File: src/rtl/mem_master_pkg.sv
// Shared types for the mem_master command/request sequencer.
package mem_master_pkg;

  // Field widths of a queued command; the mem_master width parameters
  // default to these so the FIFO entry and the ports line up.
  localparam int CMD_WIDTH      = 8;
  localparam int CMD_ADDR_WIDTH = 4;

  typedef enum logic [1:0] {
    IDLE = 2'd0,
    REQ  = 2'd1,
    RSP  = 2'd2
  } state_t;

  typedef struct packed {
    logic                      wt_rd;
    logic [CMD_ADDR_WIDTH-1:0] addr;
    logic [CMD_WIDTH-1:0]      wdata;
  } cmd_t;

endpackage

File: src/rtl/mem_cmd_fifo.sv
// Synchronous first-word-fall-through FIFO of queued memory commands.
module mem_cmd_fifo
  import mem_master_pkg::*;
#(
  parameter int FIFO_DEPTH = 4,
  parameter int CW         = $clog2(FIFO_DEPTH + 1)
) (
  input  logic          clk,
  input  logic          rst,
  input  logic          push,
  input  cmd_t          wr_data,
  input  logic          pop,
  output cmd_t          rd_data,
  output logic          full,
  output logic          empty,
  output logic [CW-1:0] count
);
  localparam int PW = (FIFO_DEPTH > 1) ? $clog2(FIFO_DEPTH) : 1;

  cmd_t          mem [FIFO_DEPTH];
  logic [PW-1:0] wr_ptr;
  logic [PW-1:0] rd_ptr;
  logic          push_ok;
  logic          pop_ok;

  // Pointers wrap at FIFO_DEPTH, which need not be a power of two.
  function automatic logic [PW-1:0] next_ptr(input logic [PW-1:0] p);
    return (p == PW'(FIFO_DEPTH - 1)) ? '0 : p + PW'(1);
  endfunction

  assign full    = (count == CW'(FIFO_DEPTH));
  assign empty   = (count == '0);
  assign push_ok = push && !full;
  assign pop_ok  = pop && !empty;
  assign rd_data = mem[rd_ptr];

  // Pointer and occupancy bookkeeping; reset empties the queue.
  always_ff @(posedge clk or negedge rst) begin
    if (!rst) begin
      wr_ptr <= '0;
      rd_ptr <= '0;
      count  <= '0;
    end else begin
      if (push_ok) wr_ptr <= next_ptr(wr_ptr);
      if (pop_ok)  rd_ptr <= next_ptr(rd_ptr);
      case ({push_ok, pop_ok})
        2'b10:   count <= count + CW'(1);
        2'b01:   count <= count - CW'(1);
        default: count <= count;
      endcase
    end
  end

  // Entry storage needs no reset; stale entries are unreachable once the
  // pointers are cleared.
  always_ff @(posedge clk) begin
    if (push_ok) mem[wr_ptr] <= wr_data;
  end

endmodule

File: src/rtl/mem_master.sv
// Queues read/write commands and issues them one at a time to a memory
// with a valid/ready handshake, a response timeout and an address check.
//
//   state | meaning
//   IDLE  | no request in flight; pops the next queued command
//   REQ   | valid high, waiting for ready or the timeout
//   RSP   | one-cycle response pulse, then back to IDLE
module mem_master
  import mem_master_pkg::*;
#(
  parameter int WIDTH      = CMD_WIDTH,
  parameter int DEPTH      = 16,
  parameter int ADDR_WIDTH = CMD_ADDR_WIDTH,
  parameter int FIFO_DEPTH = 4,
  parameter int TIMEOUT    = 16
) (
  input  logic                  clk,
  input  logic                  rst,
  input  logic                  cmd_valid,
  output logic                  cmd_ready,
  input  logic                  cmd_wt_rd,
  input  logic [ADDR_WIDTH-1:0] cmd_addr,
  input  logic [WIDTH-1:0]      cmd_wdata,
  output logic                  valid,
  input  logic                  ready,
  output logic                  wt_rd,
  output logic [ADDR_WIDTH-1:0] addr,
  output logic [WIDTH-1:0]      wdata,
  input  logic [WIDTH-1:0]      rdata,
  output logic                  rsp_valid,
  output logic                  rsp_wt_rd,
  output logic [WIDTH-1:0]      rsp_data,
  output logic                  rsp_err,
  output logic                  busy
);
  localparam int TW = $clog2(TIMEOUT + 1);
  localparam int CW = $clog2(FIFO_DEPTH + 1);
  localparam logic [TW-1:0] TLAST = TW'(TIMEOUT - 1);

  state_t        state;
  state_t        state_nxt;
  cmd_t          push_cmd;
  cmd_t          head;
  logic          full;
  logic          empty;
  logic [CW-1:0] count;
  logic          pop;
  logic          addr_bad;
  logic [TW-1:0] tcnt;

  assign push_cmd  = {cmd_wt_rd, cmd_addr, cmd_wdata};
  assign cmd_ready = !full;
  assign valid     = (state == REQ);
  assign rsp_valid = (state == RSP);
  assign busy      = (state != IDLE) || (count != '0);

  mem_cmd_fifo #(
    .FIFO_DEPTH (FIFO_DEPTH),
    .CW         (CW)
  ) u_fifo (
    .clk     (clk),
    .rst     (rst),
    .push    (cmd_valid),
    .wr_data (push_cmd),
    .pop     (pop),
    .rd_data (head),
    .full    (full),
    .empty   (empty),
    .count   (count)
  );

  // An address can only be out of range when DEPTH leaves part of the
  // address space unpopulated.
  if (DEPTH >= (1 << ADDR_WIDTH)) begin : g_addr_all_ok
    assign addr_bad = 1'b0;
  end else begin : g_addr_check
    assign addr_bad = (head.addr >= ADDR_WIDTH'(DEPTH));
  end

  // State register; reset aborts any request in flight.
  always_ff @(posedge clk or negedge rst) begin
    if (!rst) state <= IDLE;
    else      state <= state_nxt;
  end

  // Next state and FIFO pop.
  always_comb begin
    state_nxt = state;
    pop       = 1'b0;
    case (state)
      IDLE: begin
        if (!empty) begin
          pop       = 1'b1;
          state_nxt = addr_bad ? RSP : REQ;
        end
      end
      REQ: begin
        if (ready || (tcnt == TLAST)) state_nxt = RSP;
      end
      RSP:     state_nxt = IDLE;
      default: state_nxt = IDLE;
    endcase
  end

  // Request fields, timeout counter and response fields.
  always_ff @(posedge clk or negedge rst) begin
    if (!rst) begin
      wt_rd     <= 1'b0;
      addr      <= '0;
      wdata     <= '0;
      tcnt      <= '0;
      rsp_wt_rd <= 1'b0;
      rsp_data  <= '0;
      rsp_err   <= 1'b0;
    end else begin
      case (state)
        IDLE: begin
          if (pop) begin
            wt_rd     <= head.wt_rd;
            addr      <= head.addr;
            wdata     <= head.wdata;
            tcnt      <= '0;
            rsp_wt_rd <= head.wt_rd;
            rsp_err   <= addr_bad;
            rsp_data  <= '0;
          end
        end
        REQ: begin
          if (ready) begin
            rsp_err  <= 1'b0;
            rsp_data <= wt_rd ? '0 : rdata;
          end else if (tcnt == TLAST) begin
            rsp_err  <= 1'b1;
            rsp_data <= '0;
          end else begin
            tcnt <= tcnt + TW'(1);
          end
        end
        default: ;
      endcase
    end
  end

endmodule

File: config.mk
export PLATFORM = sky130hd
export DESIGN_NAME = mem_master
export DESIGN_NICKNAME = d
export VERILOG_FILES = /design/src/rtl/mem_master_pkg.sv /design/src/rtl/mem_cmd_fifo.sv /design/src/rtl/mem_master.sv
export SDC_FILE = /design/constraint.sdc
export NUM_CORES = 1
export LEC_CHECK = 0
export ABC_CLOCK_PERIOD_IN_PS = 7000
export BUFFER_PORTS_ARGS = -buffer_cell sky130_fd_sc_hd__buf_2
export CORE_MARGIN = 2
export CORE_UTILIZATION = 50
export DETAILED_ROUTE_END_ITERATION = 12
export PLACE_DENSITY = 0.7
export SYNTH_ARGS = -nofsm -noshare
export SYNTH_HDL_FRONTEND = slang
export SYNTH_SLANG_ARGS = --single-unit
File: constraint.sdc
create_clock -name clk -period 7 [get_ports clk]
set_clock_uncertainty 0.15 [all_clocks]
set_input_delay 1.4 -clock clk [delete_from_list [all_inputs] [get_ports clk]]
set_output_delay 1.4 -clock clk [all_outputs]
set_load 0.01 [all_outputs]
**After elaboration in Yosys (flattened, before gate mapping)**

Memories as Yosys holds them, arrays and structs flattened. A register that Yosys moved wholly into a read port is not among the register bits.
Index checks and enable logic that the tools add are counted.

- Muxes and demuxes: 23
- Reductions and logical operators: 17
- Add/sub/neg operators: 5
- Eq/ne operators: 14

Operators by type and width:

| operator | count |
|---|---|
| $mux W8 | 4 |
| $pmux W8 S2 | 1 |
| $mux W5 | 3 |
| $pmux W5 S2 | 1 |
| $eq A2 B2 Y1 const B | 4 |
| $mux W2 | 4 |
| $mux W1 | 7 |
| $ne A2 B2 Y1 const B | 3 |
| $pmux W3 S2 | 1 |
| $reduce_bool A2 Y1 | 3 |
| $add A5 B1 Y5 const B | 1 |
| $eq A5 B4 Y1 const B | 1 |
| $add A2 B1 Y2 const B | 2 |
| $eq A2 B1 Y1 const B | 2 |
| $ne A2 B1 Y1 const B | 2 |
| $pmux W2 S2 | 1 |
| $reduce_and A2 Y1 | 2 |
| $reduce_and A4 Y1 | 1 |
| $add A3 B1 Y3 const B | 1 |
| $eq A3 B3 Y1 const B | 1 |
| $logic_not A1 Y1 | 3 |
| $logic_not A3 Y1 | 1 |
| $ne A3 B1 Y1 const B | 1 |
| $reduce_and A3 Y1 | 1 |
| other kinds (6) | 8 |

- Input bits: 25
- Memory bits (writable): 52
- Memories: 1
- Register bits: 23

Memories:

| memory | depth | width | rd ports | clocked after Yosys merged registers in | wr ports | RTL line | RTL |
|---|---|---|---|---|---|---|---|
| u_fifo.mem | 4 | 13 | 1 | 1 | 1 | mem_cmd_fifo.sv:20 | `cmd_t mem [FIFO_DEPTH];` |

**Depth between registers and ports, before layout**

Gate-level depths: netlist (run 1).

- Word-level depth: 6
- Gate-level depth with buffers: 12
- Gate-level depth less buffers: 9

**Modules after synthesis**

From an unflattened synthesis (run 1), not the netlist that was laid out.

- Cell total of the unflattened synthesis: 233
- Area, all modules: 3603.5 µm²

By module, submodules not included:

| module | times used | cells an instance | area each (µm²) | sequential area each (µm²) |
|---|---|---|---|---|
| mem_cmd_fifo | 1 | 108 | 2363.5 | 1736.7 |
| mem_master | 1 | 125 | 1239.9 | 725.7 |

**Worst setup path after synthesis (run 1)**

No wires, ideal clock.

- Path type: input -> register
- Start: input cmd_valid
- End: register u_fifo.count[2]
- Setup time: 0.079 ns
- Stages: 8
- Data required time: 6.771 ns
- Arrival: 2.530 ns
- Buffers on the path: 0
- Path slack: 4.241 ns
- Cells stage by stage: and2_4 inv_1 ha_1 inv_1 fa_1 xor2_1 nor2_1 xor2_1

- Longest elaborated chain between the ends: 3
- Elaborated cells between the ends (all ways): 5
- Those cells by class: eq/ne (2); mux (1); reduce/logical (2)

Ends and longest elaborated chain:

| what | RTL line | RTL |
|---|---|---|
| start: declaration | mem_master.sv:19 | `input logic cmd_valid,` |
| $logic_and A1 B1 Y1 (*) | mem_cmd_fifo.sv:33 | `assign push_ok = push && !full;` |
| $eq A2 B1 Y1 / $eq A2 B2 Y1 (equally long branches) | mem_cmd_fifo.sv:46 | `case ({push_ok, pop_ok})` |
| $pmux W3 S2 / $reduce_bool A2 Y1 (equally long branches) | n/a |  |
| end signal: assignment | mem_cmd_fifo.sv:47 | `2'b10: count <= count + CW'(1);` |
| end signal: assignment | mem_cmd_fifo.sv:48 | `2'b01: count <= count - CW'(1);` |
| end signal: assignment | mem_cmd_fifo.sv:49 | `default: count <= count;` |
| end: declaration | mem_cmd_fifo.sv:16 | `output logic [CW-1:0] count` |

Every way passes the cells marked *; elsewhere a longest branch is shown, timed or not.
A chain may end at the register's enable or synchronous reset.

**Worst setup path after layout (run 1)**

- Start: register state[0]
- End: output valid

- Longest elaborated chain between the ends: 1

Ends and longest elaborated chain:

| what | RTL line | RTL |
|---|---|---|
| start: declaration | mem_master.sv:40 | `state_t state;` |
| start signal: assignment | mem_master.sv:83 | `else state <= state_nxt;` |
| $eq A2 B1 Y1 | mem_master.sv:53 | `assign valid = (state == REQ);` |
| end: declaration | mem_master.sv:24 | `output logic valid,` |

No other way between the ends.

==> reports/metrics.cfg, run 1 <==
[run_status]
status=finished clean

[clock_tree]
clock_latency_ps=340
htree_levels=3
numCtsBuffers=9
cts_tree=done
ctsHoldBuffers=0
cts_sinks=88
post_cts_buffers=0
cts_root_buf=clkbuf_8
cts_resized=0
clk_pin_slew_worst_paths_ps=90
clock_path_buffers=2

[die]
rows=30
initial_core_util=0.524
pin_count=52
die_x_um=88.9
core_area_mm2=0.00687
die_area_mm2=0.00790
dieHeight_um=88.9

[power_and_ir_drop]
combPwrFrac=0.322
switching_power_uw=547
internal_power_uw=1180
swShare=0.318
power_density_mw_per_mm2=421
ir_worst_vdd_uv=256
pwr-share-seq=0.481
power.leakage_uw=0.00170
clkPwrFrac=0.197

[yosys]
yosys_warnings=0
ys_seq_elements=88
synthAdderAreaFrac=0.0333
synth_cell_types=39
synth-xor-area-share=0.00729
syn_area_mm2=0.00360
synth_compound_area_frac=0.0493
synth_top_family_by_area=multiplexers
ys_seq_area_frac=0.684
yosys.area.top_type=edfxtp_1
synth_edf_count=52
synth_common_cells=edfxtp_1 (52), dfrtp_1 (36), mux2_2 (15)
yosysTopAreaCellShare=0.433
async_reset_ff_frac=0.409
synth.most_common_cell=edfxtp_1
synthMuxAreaShare=0.141
ys_top_cells_by_area=edfxtp_1 (43%), dfrtp_1 (25%), mux4_2 (6.9%), mux2_2 (4.7%), ha_1 (2.8%)
syn_inst=199
ys.flop_type=edfxtp_1
syn_area_per_cell_um2=18.1
syn_nets=233
synth_simple_gate_area_share=0.0549

[cells_and_area]
fin_nets=287
area.sequential_mm2=0.00246
area_growth_syn_to_layout_pct=13.7
stdcell_area_mm2=0.00409
utilization=0.596
fill_cells=528
multi_input_area_mm2=0.00103
diodes=0
final_layout_size_suffix_gt1_frac=0.388

[global_routing]
grt_max_degree=37
overflow=0
antenna_found_initial=0
grt_first_pass_wirelength_mm=9.15
grt_usage=0.160
grt_pass1_vias=1832

[detailed_routing]
ant_nets=0
finalWirelength_mm=5.80
vias=1850
routedWlPerCell_um=16.4
drtPass1Iterations=4
initialDrtViolationCount=81
drc=0
via_per_inst=5.23

[worst_setup_path]
cp-end-kind=output pin
cp_max_fo=10
critPathLaunchType=flip-flop
critPathSlowestCell=dfrtp_1
worstPathCellList=nor2b_1, buf_2
cp.arrival_ps=1380
cpPeakStageDelay_ps=490
cp.depth=2
cp_top_family=flip-flops
worstSetupPathType=flip-flop to output pin
r2r_cells=9
required_ps=5450
crit_buf_inv=1

[timing]
setup_violations=0
max_freq_ghz=0.342
setup_tns_ps=0
max_slew_margin=0.390
hold_viol_final=0
rsz0062_at_grt=false
fin_crit_ps=2930
worst_pin_slew_ps=915
drv_slew=0
fin_crit_sh=0.418
hold_ws_ps=344

[placed_design]
gp_congestion=0.736
dpl_cell_area_mm2=0.00390
hpwl_mm=3.74
portBuffers=51

[min_path]
hold_class=flip-flop to flip-flop
hold_depth=1

[flow_run]
max_cap_viol_count=0

## worst paths after layout
check	startpoint	endpoint	slack, ps
worst max-delay path	state[0]	valid	4070
worst min-delay path	tcnt[4]	tcnt[4]	340
worst max register to register	u_fifo.count[1]	u_fifo.count[2]	4370
worst min register to register	tcnt[4]	tcnt[4]	340
max in group asynchronous	rst	addr[1]	5180
min in group asynchronous	rst	rsp_data[7]	990
## cell usage in the layout (no fill, tap or decap), types with 2 or more instances in the layout
master	Yosys	final
edfxtp_1	52	52
buf_2	2	51
dfrtp_1	36	36
mux2_2	15	15
mux4_2	11	11
a22o_1	10	10
clkbuf_8	0	9
inv_1	8	8
nor2_1	8	8
ha_1	8	8
and3_1	6	6
nor2b_1	5	5
clkinvlp_4	0	3
or3b_4	2	2
nand2_1	2	2
mux2_4	2	2
a211o_1	2	2
o32a_1	2	2
xor2_1	2	2
mux4_1	2	2
clkinv_2	0	2
## per-stage QoR
| step | total power, uW | setup WS, ps | cells |
|---|---|---|---|
| 3_3_place_gp | 1390 | 4080 | 338 |
| 6_report | 1720 | 4070 | 354 |
| 2_1_floorplan | 1260 | 4240 | 199 |
| 4_1_cts | 1750 | 4060 | 354 |
| 3_5_place_dp | 1410 | 4030 | 338 |
| 5_1_grt | 1840 | 3970 | 354 |
## worst register-to-register path, cell delays in order (launching register included)
cell and delay (ps):
dfrtp_1 440, nor3_2 240, nand2b_1 730, inv_1 110, ha_1 260, inv_1 70
fa_1 180, xor2_1 150, nor2_1 60, xor2_1 130
## layout make-up
cell class / instances / share of cell area
Tap cell: 96 / 0.0293
Multi-Input combinational cell: 95 / 0.252
Timing Repair Buffer: 51 / 0.0623
Sequential cell: 88 / 0.601
Inverter: 8 / 0.00733
Clock inverter: 7 / 0.0174
Clock buffer: 9 / 0.0303
## metal layers
metal / track usage / up-vias / routed length, um
met2: 0.260 / 45 / 2800
met4: 0.0702 / 0 / 101
met5: 0 / - / 0
li1: - / 874 / -
met1: 0.209 / 922 / 2670
met3: 0.0345 / 9 / 221
## power by group through the flow
stage | clock, uW | combinational, uW | sequential [uW]
CTS | 353 | 567 | 833
finish | 340 | 555 | 828
global placement | 0 | 551 | 838
detailed placement | 0 | 565 | 843
floorplan | 0 | 458 | 806
global route | 373 | 615 | 852
## flip-flops by register name (all words and copies together), names as in the netlist
name,flops
tcnt,5
rsp_err,1
addr,4
rsp_wt_rd,1
u_fifo.wr_ptr,2
u_fifo.rd_ptr,2
rsp_data,8
u_fifo.mem,52
state,2
wdata,8
u_fifo.count,3
## logic make-up after synthesis
| group | Yosys count |
|---|---|
| AOI/OAI and AO/OA | 20 |
| xor gates and xnor gates | 3 |
| adders and majority gates | 9 |
| buffers and inverters | 16 |
| DFF | 88 |
| muxes | 31 |
| and+or+nand+nor | 32 |
No activity file was read; power rests on OpenSTA's default activity.
==> run 2: changes to the inputs <==
- ABC_CLOCK_PERIOD_IN_PS: 7000 -> 2500
- PLACE_DENSITY: 0.7 -> 0.73
- clock period: 7 -> 2.5 ns (I/O delays scaled with it)
==> reports/metrics.cfg, run 2 (same netlist as run 1, synthesis figures left out) <==
[cells_and_area]
diodes=0  ; unchanged
final_common_cell=edfxtp_1
fill_cells=522  ; -1.1%
reg.largest.list=u_fifo.mem: 52 flops, rsp_data: 8 flops, wdata: 8 flops
stdcell_count=361  ; +2.0%
final_layout_size_suffix_gt1_frac=0.400  ; +0.0124
fin_nets=294  ; +2.4%
area_growth_syn_to_layout_pct=14.7
largest_reg_flops=52  ; unchanged
utilization=0.602  ; +0.00565
top_register=u_fifo.mem
layout_common_cells=edfxtp_1 (52), buf_2 (51), dfrtp_1 (36), mux2_2 (15), mux4_2 (11)

[worst_setup_path]
cpPeakStageDelay_ps=430  ; -60 ps
r2r-end=u_fifo.count[2]
critPathLaunchType=flip-flop
cp.depth=9  ; +7
cp-end-kind=flip-flop
reg2reg_slack_ps=200  ; -4170 ps
critPathLaunch=u_fifo.count[2]
cp_max_fo=6  ; -4
required_ps=2620  ; -2830 ps
r2r_cells=9  ; unchanged
critPathSlowestCell=dfrtp_1
worstSetupPathType=flip-flop to flip-flop
cp.arrival_ps=2430  ; +1050 ps
worstPathCellList=or3b_4, and2_4, inv_1, ha_1, inv_1, fa_1, xor2_1, nor2_1, xor2_1
crit_path_end=u_fifo.count[2]
crit_buf_inv=2  ; +1
regToRegStartpoint=u_fifo.count[2]
cp_top_family=simple AND/OR/NAND/NOR gates

[detailed_routing]
drtPass1Iterations=4  ; unchanged
ant_nets=0  ; unchanged
drc=0  ; unchanged
finalWirelength_mm=5.57  ; -3.8%
initialDrtViolationCount=57  ; -30%
routedWlPerCell_um=15.4  ; -5.7%
vias=1855  ; +0.27%
via_per_inst=5.14  ; -1.7%

[clock_tree]
clock_path_buffers=2  ; unchanged
htree_levels=3  ; unchanged
clock_latency_ps=340  ; about the same
post_cts_buffers=0  ; unchanged
clk_pin_slew_worst_paths_ps=80  ; about the same
numCtsBuffers=9  ; unchanged
cts_resized=0  ; unchanged
cts_root_buf=clkbuf_8
ctsHoldBuffers=0  ; unchanged
cts_sinks=88  ; unchanged
cts_tree=done

[die]
initial_core_util=0.524  ; unchanged
dieHeight_um=88.9  ; unchanged
rows=30  ; unchanged
die_x_um=88.9  ; unchanged
pin_count=52  ; unchanged
core_area_mm2=0.00687  ; unchanged
die_area_mm2=0.00790  ; unchanged

[power_and_ir_drop]
ir_worst_vdd_uv=619  ; +140%
power_density_mw_per_mm2=1160  ; +180%
internal_power_uw=3280  ; +180%
swShare=0.317  ; -0.000841
clkPwrFrac=0.185  ; -0.012
power.leakage_uw=0.00172  ; +1.6%
pwr-share-seq=0.469  ; -0.012
combPwrFrac=0.347  ; +0.025
switching_power_uw=1520  ; +180%

[timing]
hold_ws_ps=89.9  ; -254 ps
setup_violations=0  ; unchanged
drv_slew=0  ; unchanged
fin_crit_sh=0.922
fin_crit_ps=2300
rsz0062_at_grt=false
setup_tns_ps=0  ; unchanged
max_slew_margin=0.462  ; +0.0721
hold_viol_final=0  ; unchanged
worst_pin_slew_ps=807  ; -108 ps
max_freq_ghz=0.434

[global_routing]
grt_max_degree=37  ; unchanged
overflow=0  ; unchanged
grt_first_pass_wirelength_mm=9.20  ; +0.60%
antenna_found_initial=0  ; unchanged
grt_pass1_vias=1848  ; +0.87%
grt_usage=0.160  ; -0.000449

[placed_design]
gp_congestion=0.756  ; +2.8%
hpwl_mm=3.66  ; -2.0%
portBuffers=51  ; unchanged
dp_cells=345  ; +2.1%

[min_path]
hold_class=input pin to async pin

[flow_run]
max_cap_viol_count=0  ; unchanged

[run_status]
status=finished clean

run 2: worst min path at each step:
stage	depth (start not counted)	endpoint	slack [ps]
3_5_place_dp	1	rsp_data[7]	330
4_1_cts	1	tcnt[2]	110
6_report	1	tcnt[2]	90
3_3_place_gp	1	tcnt[4]	320
5_1_grt	1	tcnt[2]	150
2_1_floorplan	0	addr[0]	50
run 2: final cells by class:
class | instances | area, um2 | area share
clock inverters | 5 | 40.0 | 0.00969
flip-flops and latches | 88 | 2460 | 0.596
well taps | 96 | 120 | 0.0291
multi-input cells | 95 | 1030 | 0.249
repair buffers | 58 | 308 | 0.0745
inverters | 8 | 30.0 | 0.00727
clock buffers | 11 | 141 | 0.0342
run 2: power groups by stage:
stage	clock network (uW)	logic [uW]	registers, uW
6_report	885	1660	2250
5_1_grt	991	1860	2300
4_1_cts	924	1700	2250
3_5_place_dp	0	1700	2280
3_3_place_gp	0	1670	2270
2_1_floorplan	0	1280	2260
run 2: routing by layer:
metal  track usage  vias up  wire length (um)
met5             0        -                 0
met4        0.0372        0                34
met3        0.0616        5               292
met2         0.263       46              2690
met1         0.202      914              2560
li1              -      890                 -
run 2: through the flow:
step	instance area, um2	power [uW]	worst slack [ps]
6_report	4130	4800	196
5_1_grt	4130	5150	63.7
4_1_cts	4130	4880	177
3_5_place_dp	3950	3980	199
3_3_place_gp	3950	3930	245
2_1_floorplan	3600	3540	261
